`config.mk`:
```
export PLATFORM = sky130hd
export DESIGN_NAME = game_sequencer
export DESIGN_NICKNAME = d
export VERILOG_FILES = /design/src/rtl/game_pkg.sv /design/src/rtl/bcd_score_accum.sv /design/src/rtl/game_sequencer.sv
export SDC_FILE = /design/constraint.sdc
export NUM_CORES = 1
export LEC_CHECK = 0
export BUFFER_PORTS_ARGS = -buffer_cell sky130_fd_sc_hd__buf_2
export CAP_MARGIN = 5
export CORE_AREA = 4 4 100 102
export CTS_CLUSTER_DIAMETER = 100
export DETAILED_ROUTE_END_ITERATION = 10
export DIE_AREA = 0 0 104 106
export GPL_ROUTABILITY_DRIVEN = 0
export GPL_TIMING_DRIVEN = 0
export PLACE_DENSITY = 0.53
export SLEW_MARGIN = 40
export SYNTH_ARGS = -nofsm -noshare
export SYNTH_HDL_FRONTEND = slang
export SYNTH_HIERARCHICAL = 1
export SYNTH_SLANG_ARGS = --single-unit
```
`constraint.sdc`:
```
create_clock -name clk -period 8 [get_ports clk]
set_input_delay 0.4 -clock clk [delete_from_list [all_inputs] [get_ports clk]]
set_output_delay 0.4 -clock clk [all_outputs]
set_load 0.01 [all_outputs]
```
`src/rtl/game_pkg.sv`:
```
// game_pkg: shared state encodings, BCD width and default game constants
package game_pkg;
  typedef enum logic [2:0] {
    ST_ATTRACT     = 3'd0,
    ST_SERVE       = 3'd1,
    ST_PLAYING     = 3'd2,
    ST_LIFE_LOST   = 3'd3,
    ST_LEVEL_CLEAR = 3'd4,
    ST_GAME_OVER   = 3'd5
  } state_t;
  localparam int BCD_W = 4;
  localparam int DEF_NUM_BRICKS = 40;
  localparam int DEF_MAX_LIVES = 3;
endpackage

```
`src/rtl/bcd_score_accum.sv`:
```
// bcd_score_accum: 4-digit ripple BCD accumulator saturating at 9999
module bcd_score_accum
  import game_pkg::*;
(
  input  logic        clk,
  input  logic        rst,
  input  logic        clear,
  input  logic        add_en,
  input  logic [3:0]  add_val,
  output logic [15:0] score
);
  logic [15:0] nxt;
  logic [4:0] s;
  logic c;
  // ripple the addend through the digits with decimal carry; carry out means overflow
  always_comb begin
    nxt = '0;
    s = '0;
    c = 1'b0;
    for (int i = 0; i < 4; i++) begin
      s = {1'b0, score[BCD_W*i +: BCD_W]} + {1'b0, (i == 0) ? add_val : 4'd0} + {4'd0, c};
      c = s > 5'd9;
      nxt[BCD_W*i +: BCD_W] = c ? 4'(s - 5'd10) : s[3:0];
    end
  end
  // clear wins over add; an overflowing add pins the score at 9999
  always_ff @(posedge clk) begin
    if (rst || clear) score <= '0;
    else if (add_en) score <= c ? 16'h9999 : nxt;
  end
endmodule

```
`src/rtl/game_sequencer.sv`:
```
// game_sequencer: breakout game-flow controller for lives, score, level and bricks
module game_sequencer
  import game_pkg::*;
#(
  parameter int NUM_BRICKS = DEF_NUM_BRICKS,
  parameter int MAX_LIVES = DEF_MAX_LIVES,
  parameter int POINTS_PER_BRICK = 1,
  parameter int PAUSE_FRAMES = 60,
  parameter int MAX_LEVEL = 7
) (
  input  logic        clk,
  input  logic        rst,
  input  logic        frame_pulse,
  input  logic        btn_action,
  input  logic        brick_hit,
  input  logic        ball_lost,
  output logic        play_enable,
  output logic        ball_reset,
  output logic        wall_reload,
  output logic [1:0]  lives,
  output logic [15:0] score,
  output logic [2:0]  level,
  output logic [2:0]  state_o
);
  localparam logic [6:0] BRICKS_LD = 7'(NUM_BRICKS);
  localparam logic [5:0] PAUSE_LD = 6'(PAUSE_FRAMES - 1);
  localparam logic [1:0] LIVES_LD = 2'(MAX_LIVES);
  localparam logic [2:0] LEVEL_MAX = 3'(MAX_LEVEL);
  state_t state;
  logic [6:0] bricks_left;
  logic [5:0] pause_cnt;
  logic start;
  logic hit_ok;
  assign start = frame_pulse && btn_action && state == ST_ATTRACT;
  assign hit_ok = brick_hit && state == ST_PLAYING;
  assign state_o = state;
  bcd_score_accum u_score (
    .clk(clk),
    .rst(rst),
    .clear(start),
    .add_en(hit_ok),
    .add_val(4'(POINTS_PER_BRICK)),
    .score(score)
  );
  // game flow: hits count on any cycle, transitions only on frame_pulse
  always_ff @(posedge clk) begin
    if (rst) begin
      state <= ST_ATTRACT;
      lives <= LIVES_LD;
      level <= '0;
      bricks_left <= BRICKS_LD;
      pause_cnt <= '0;
      play_enable <= 1'b0;
      ball_reset <= 1'b0;
      wall_reload <= 1'b0;
    end else begin
      ball_reset <= 1'b0;
      wall_reload <= 1'b0;
      if (hit_ok && bricks_left != 7'd0) bricks_left <= bricks_left - 7'd1;
      if (frame_pulse) begin
        case (state)
          ST_ATTRACT: if (btn_action) begin
            state <= ST_SERVE;
            lives <= LIVES_LD;
            level <= '0;
            bricks_left <= BRICKS_LD;
            ball_reset <= 1'b1;
            wall_reload <= 1'b1;
          end
          ST_SERVE: if (btn_action) begin
            state <= ST_PLAYING;
            play_enable <= 1'b1;
          end
          ST_PLAYING: if (bricks_left == 7'd0) begin
            state <= ST_LEVEL_CLEAR;
            pause_cnt <= PAUSE_LD;
            play_enable <= 1'b0;
          end else if (ball_lost) begin
            state <= ST_LIFE_LOST;
            pause_cnt <= PAUSE_LD;
            play_enable <= 1'b0;
            lives <= lives - 2'd1;
          end
          ST_LIFE_LOST: if (pause_cnt != 6'd0) pause_cnt <= pause_cnt - 6'd1;
          else if (lives == 2'd0) begin
            state <= ST_GAME_OVER;
            pause_cnt <= PAUSE_LD;
          end else begin
            state <= ST_SERVE;
            ball_reset <= 1'b1;
          end
          ST_LEVEL_CLEAR: if (pause_cnt != 6'd0) pause_cnt <= pause_cnt - 6'd1;
          else begin
            state <= ST_SERVE;
            level <= (level == LEVEL_MAX) ? level : level + 3'd1;
            bricks_left <= BRICKS_LD;
            ball_reset <= 1'b1;
            wall_reload <= 1'b1;
          end
          ST_GAME_OVER: if (pause_cnt != 6'd0) pause_cnt <= pause_cnt - 6'd1;
          else state <= ST_ATTRACT;
          default: state <= ST_ATTRACT;
        endcase
      end
    end
  end
endmodule

```
==> summary by stage <==
Job
Max-cap violations in this run came to 0.

Placement
The pre-CTS setup slack is 2.12 ns. The number of input and output port buffers inserted is 32. The estimated wirelength of the detail-placed design is 4790 µm. The cell area after placement is 3060 µm².

STA
The final count of negative-setup-slack endpoints is 0. Static timing analysis puts the maximum clock frequency at 169 MHz. Setup repair after global routing left no endpoint under its margin. The post-layout worst setup margin is 2.08 ns. In the final timing run, aggregate negative setup slack is 0 ns. Dividing the final minimum period by the clock period gives 74.0%. For the final database, setup skew stands at 0.00735 ns. The minimum period implied by the final worst setup slack is 5.92 ns.

The relative slew slack is 57.8%. The max-slew violation count is 0. The hold violation count in the final report was 0. The transition at the pin with the smallest max-transition slack is 0.625 ns.

Clocking
The cell chosen for the clock root is sky130_fd_sc_hd__clkbuf_8. The H-tree generated during clock tree synthesis spans 2 levels. Counting along the longest clock path gives a buffer depth of 2. The clock drives 40 sinks.

The number of gates resized after cts is 0. The number of setup buffers added after CTS is 0. The CTS tree is built.

The number of buffers inserted for hold repair after clock tree synthesis is 0. Buffers inserted during clock tree synthesis total 5. The clock transition at the registers of the reported paths is 0.09 ns. Clock latency on the worst-skew pair, taken at its later pin, is 0.29 ns.

Synth
Of all flip-flops after synthesis, the portion carrying an async set or reset was 0%. Summing the areas of all xor and xnor instances in the mapped netlist gives 4.10% of the synthesized area. sky130_fd_sc_hd__dfxtp_1 takes more of the synthesized area than any other cell. The flip-flop and latch count after synthesis is 40. The post-synthesis cell type count is 72. The top cell type's share of synthesized area is 29.2%.

The synthesized netlist devotes 21.3% of its cell area to compound gates. The yosys synthesis warning count is 6. The share of the Yosys chip area taken by registers is 29.2%. After synthesis, the share of cell area in mux cells is 4.15%. The area of the mapped netlist is 2750 µm².

After Yosys synthesis, and, or, nand and nor cells account for 24.9% of the synthesized area. Among all flip-flop cells after synthesis, the most frequent one is sky130_fd_sc_hd__dfxtp_1. A synthesized cell averages 8.80 µm². The adder and majority gate portion of the synthesized area is 9.84%. Synthesis produced 312 cells. The dominant combinational cell family by area after synthesis is simple AND/OR/NAND/NOR gates.

Sorting the synthesized cells by area gives the leading types as sky130_fd_sc_hd__dfxtp_1 (29%), sky130_fd_sc_hd__ha_1 (9.1%), sky130_fd_sc_hd__nor2_1 (4.2%). The number of enable-type register cells in the synthesized netlist is 0.

Power and ir drop
The final total power is 0.422 mW. For this design the static power due to leakage is 1.31 nW. The ratio of total power to cell area is 133 nW/µm². The worst voltage drop across the vdd grid is 76.5 µV.

Critical path
The nature of the critical path startpoint is a register. Across all register-to-register paths, the minimum setup slack is 2.08 ns. The critical path in this run is classified as reg -> reg.

The worst setup path is captured at a register. The cell that appears most often on the critical path is sky130_fd_sc_hd__ha_1. The number of buffers and inverters on the critical path is 4. Data on the critical path is required at its endpoint by 8.20 ns. The library cell contributing the largest single delay on the critical path is sky130_fd_sc_hd__fa_1. The family of cells with the greatest summed delay on the critical path is adder cells. The maximum fanout along the worst path is 7. For the worst setup path, the data arrival time is 6.13 ns. The largest single stage delay on the critical path is 0.43 ns.

Route
In this run the remaining antenna-violating nets after routing total 0. The number of iterations in the first detailed-routing pass is 4. The violation count after the first detailed-route iteration is 126. The final layout contains routed wiring with a total length of 6290 µm. After detailed routing, the average wire length per cell comes to 13.5 µm. The detailed router placed 2354 vias in this run.

Dividing the detail-routed via count by the number of cells gives 5.05. The total DRC errors in the routed layout is 0.

Cells and area
The utilization after layout is 34.8%. The repair_antennas step left the layout with diodes totalling 0. The fraction of final layout cells with drive strength greater than 1 is 22.5%. For this run, the post-layout net count is 381. The design area is 3170 µm².

After filler insertion, the fill cell instance count of the layout stands at 967. The post-synthesis to final-layout area growth is 15.4%.

Floorplan
The die height is 106 µm. The die footprint is 11000 µm². The number of rows created at floorplan is 35.

For this configuration, the core starts out at a cell density of 30.2%. The core box area is 9110 µm². For this design the top-level I/O count stands at 33. The die is 104 µm wide.

Global route
The wire length of the first global-routing pass is 10800 µm. The via count of the first global-routing pass came to 2270. The combined global-route utilization of all metal layers is 11.7%.

The number of antenna violations at the first check in global routing came to 0. Entering global routing, the biggest net connects 14 pins. For this run the aggregate overflow at the end of global routing stands at 0.

Run status
The run finished with clean final reports.

Hold path
The type of the worst min-delay path is in -> reg.
==> synthesized netlist by cell type, types with 3 or more instances <==
library cell / number
sky130_fd_sc_hd__dfxtp_1: 40
sky130_fd_sc_hd__nor2_1: 31
sky130_fd_sc_hd__inv_1: 21
sky130_fd_sc_hd__ha_1: 20
sky130_fd_sc_hd__a21oi_1: 16
sky130_fd_sc_hd__nand2_1: 15
sky130_fd_sc_hd__nor2b_1: 12
sky130_fd_sc_hd__o21ai_0: 12
sky130_fd_sc_hd__mux2i_1: 8
sky130_fd_sc_hd__nand2b_1: 8
sky130_fd_sc_hd__nand3_1: 7
sky130_fd_sc_hd__nor3_1: 7
sky130_fd_sc_hd__o221a_2: 6
sky130_fd_sc_hd__xnor2_1: 6
sky130_fd_sc_hd__buf_2: 5
sky130_fd_sc_hd__clkbuf_1: 5
sky130_fd_sc_hd__xor2_1: 5
sky130_fd_sc_hd__a211oi_1: 4
sky130_fd_sc_hd__o21ai_1: 4
sky130_fd_sc_hd__a211o_1: 3
sky130_fd_sc_hd__and3b_1: 3
sky130_fd_sc_hd__mux2_2: 3
sky130_fd_sc_hd__nand4_1: 3
sky130_fd_sc_hd__nor3b_1: 3
sky130_fd_sc_hd__nor4b_1: 3
==> sequential cells by signal, summed over array words and instances (netlist names) <==
register       count
u_score/score     16
bricks_left        7
pause_cnt          6
level              3
state_o            3
lives              2
ball_reset         1
play_enable        1
wall_reload        1
==> cell type report <==
class,instances,area (µm²),area share (%)
Tap cell,111,139,4.38
Clock inverter,3,42.5,1.34
Timing Repair Buffer,32,160,5.06
Multi-Input combinational cell,239,1780,56.3
Buffer,15,93.8,2.96
Sequential cell,40,801,25.3
Clock buffer,5,68.8,2.17
Inverter,21,78.8,2.49
==> placed cells by master, fill, tap and decap left out, types with 3 or more instances in the layout <==
cell / instances
sky130_fd_sc_hd__xnor2_1: 6
sky130_fd_sc_hd__a21oi_1: 16
sky130_fd_sc_hd__a211oi_1: 4
sky130_fd_sc_hd__o21ai_1: 4
sky130_fd_sc_hd__clkbuf_8: 5
sky130_fd_sc_hd__nor3b_1: 3
sky130_fd_sc_hd__xor2_1: 5
sky130_fd_sc_hd__o21ai_0: 12
sky130_fd_sc_hd__nand3_1: 7
sky130_fd_sc_hd__conb_1: 5
sky130_fd_sc_hd__nor3_1: 7
sky130_fd_sc_hd__and3b_1: 3
sky130_fd_sc_hd__inv_1: 21
sky130_fd_sc_hd__nor2_1: 31
sky130_fd_sc_hd__nand2b_1: 8
sky130_fd_sc_hd__nor4b_1: 3
sky130_fd_sc_hd__mux2_2: 3
sky130_fd_sc_hd__clkbuf_1: 5
sky130_fd_sc_hd__dfxtp_1: 40
sky130_fd_sc_hd__nand4_1: 3
sky130_fd_sc_hd__o221a_2: 6
sky130_fd_sc_hd__nor2b_1: 12
sky130_fd_sc_hd__nand2_1: 15
sky130_fd_sc_hd__ha_1: 20
sky130_fd_sc_hd__mux2i_1: 8
sky130_fd_sc_hd__a211o_1: 3
sky130_fd_sc_hd__buf_2: 37
==> worst paths after layout <==
| path | from | end | cells past startpoint |
|---|---|---|---|
| worst min register to register | play_enable | play_enable | 2 |
| worst max register to register | u_score/score[0] | u_score/score[1] | 25 |
| worst max-delay path | u_score/score[0] | u_score/score[1] | 25 |
| worst min-delay path | rst | level[0] | 3 |
==> metal layers <==
metal | global-route usage, % | part of all wire (%) | vias to the layer above
li1 | - | - | 1198
met5 | 0 | 0 | -
met2 | 19.0 | 46 | 34
met4 | 3.42 | 0.75 | 0
met1 | 15.8 | 51 | 1120
met3 | 2.31 | 2.3 | 2
==> through the flow <==
step / hold slack [ns] / cells
6_report: 0.480 / 466
5_1_grt: 0.518 / 466
4_1_cts: 0.472 / 466
3_5_place_dp: 0.476 / 458
3_3_place_gp: 0.474 / 458
2_1_floorplan: 0.490 / 315
==> worst min-delay path, delay by kind of cell <==
| family | cells | cell delay (ns) |
|---|---|---|
| mux | 1 | 0.06 |
| buf+inv | 1 | 0.15 |
| simple gates | 1 | 0.12 |
==> cells by family after synthesis <==
kind of cell | Yosys count
AOI/OAI and AO/OA | 73
xor gates and xnor gates | 12
DFF | 40
other | 2
muxes | 11
and+or+nand+nor | 117
buffers and inverters | 36
adders and majority gates | 21
==> report_power, final <==
| part | internal [mW] | total (mW) | switching [mW] |
|---|---|---|---|
| logic | 0.0197 | 0.0476 | 0.0279 |
| clock network | 0.0925 | 0.170 | 0.0776 |
| registers | 0.202 | 0.204 | 0.00223 |
Power figures use the tool's default switching activity.
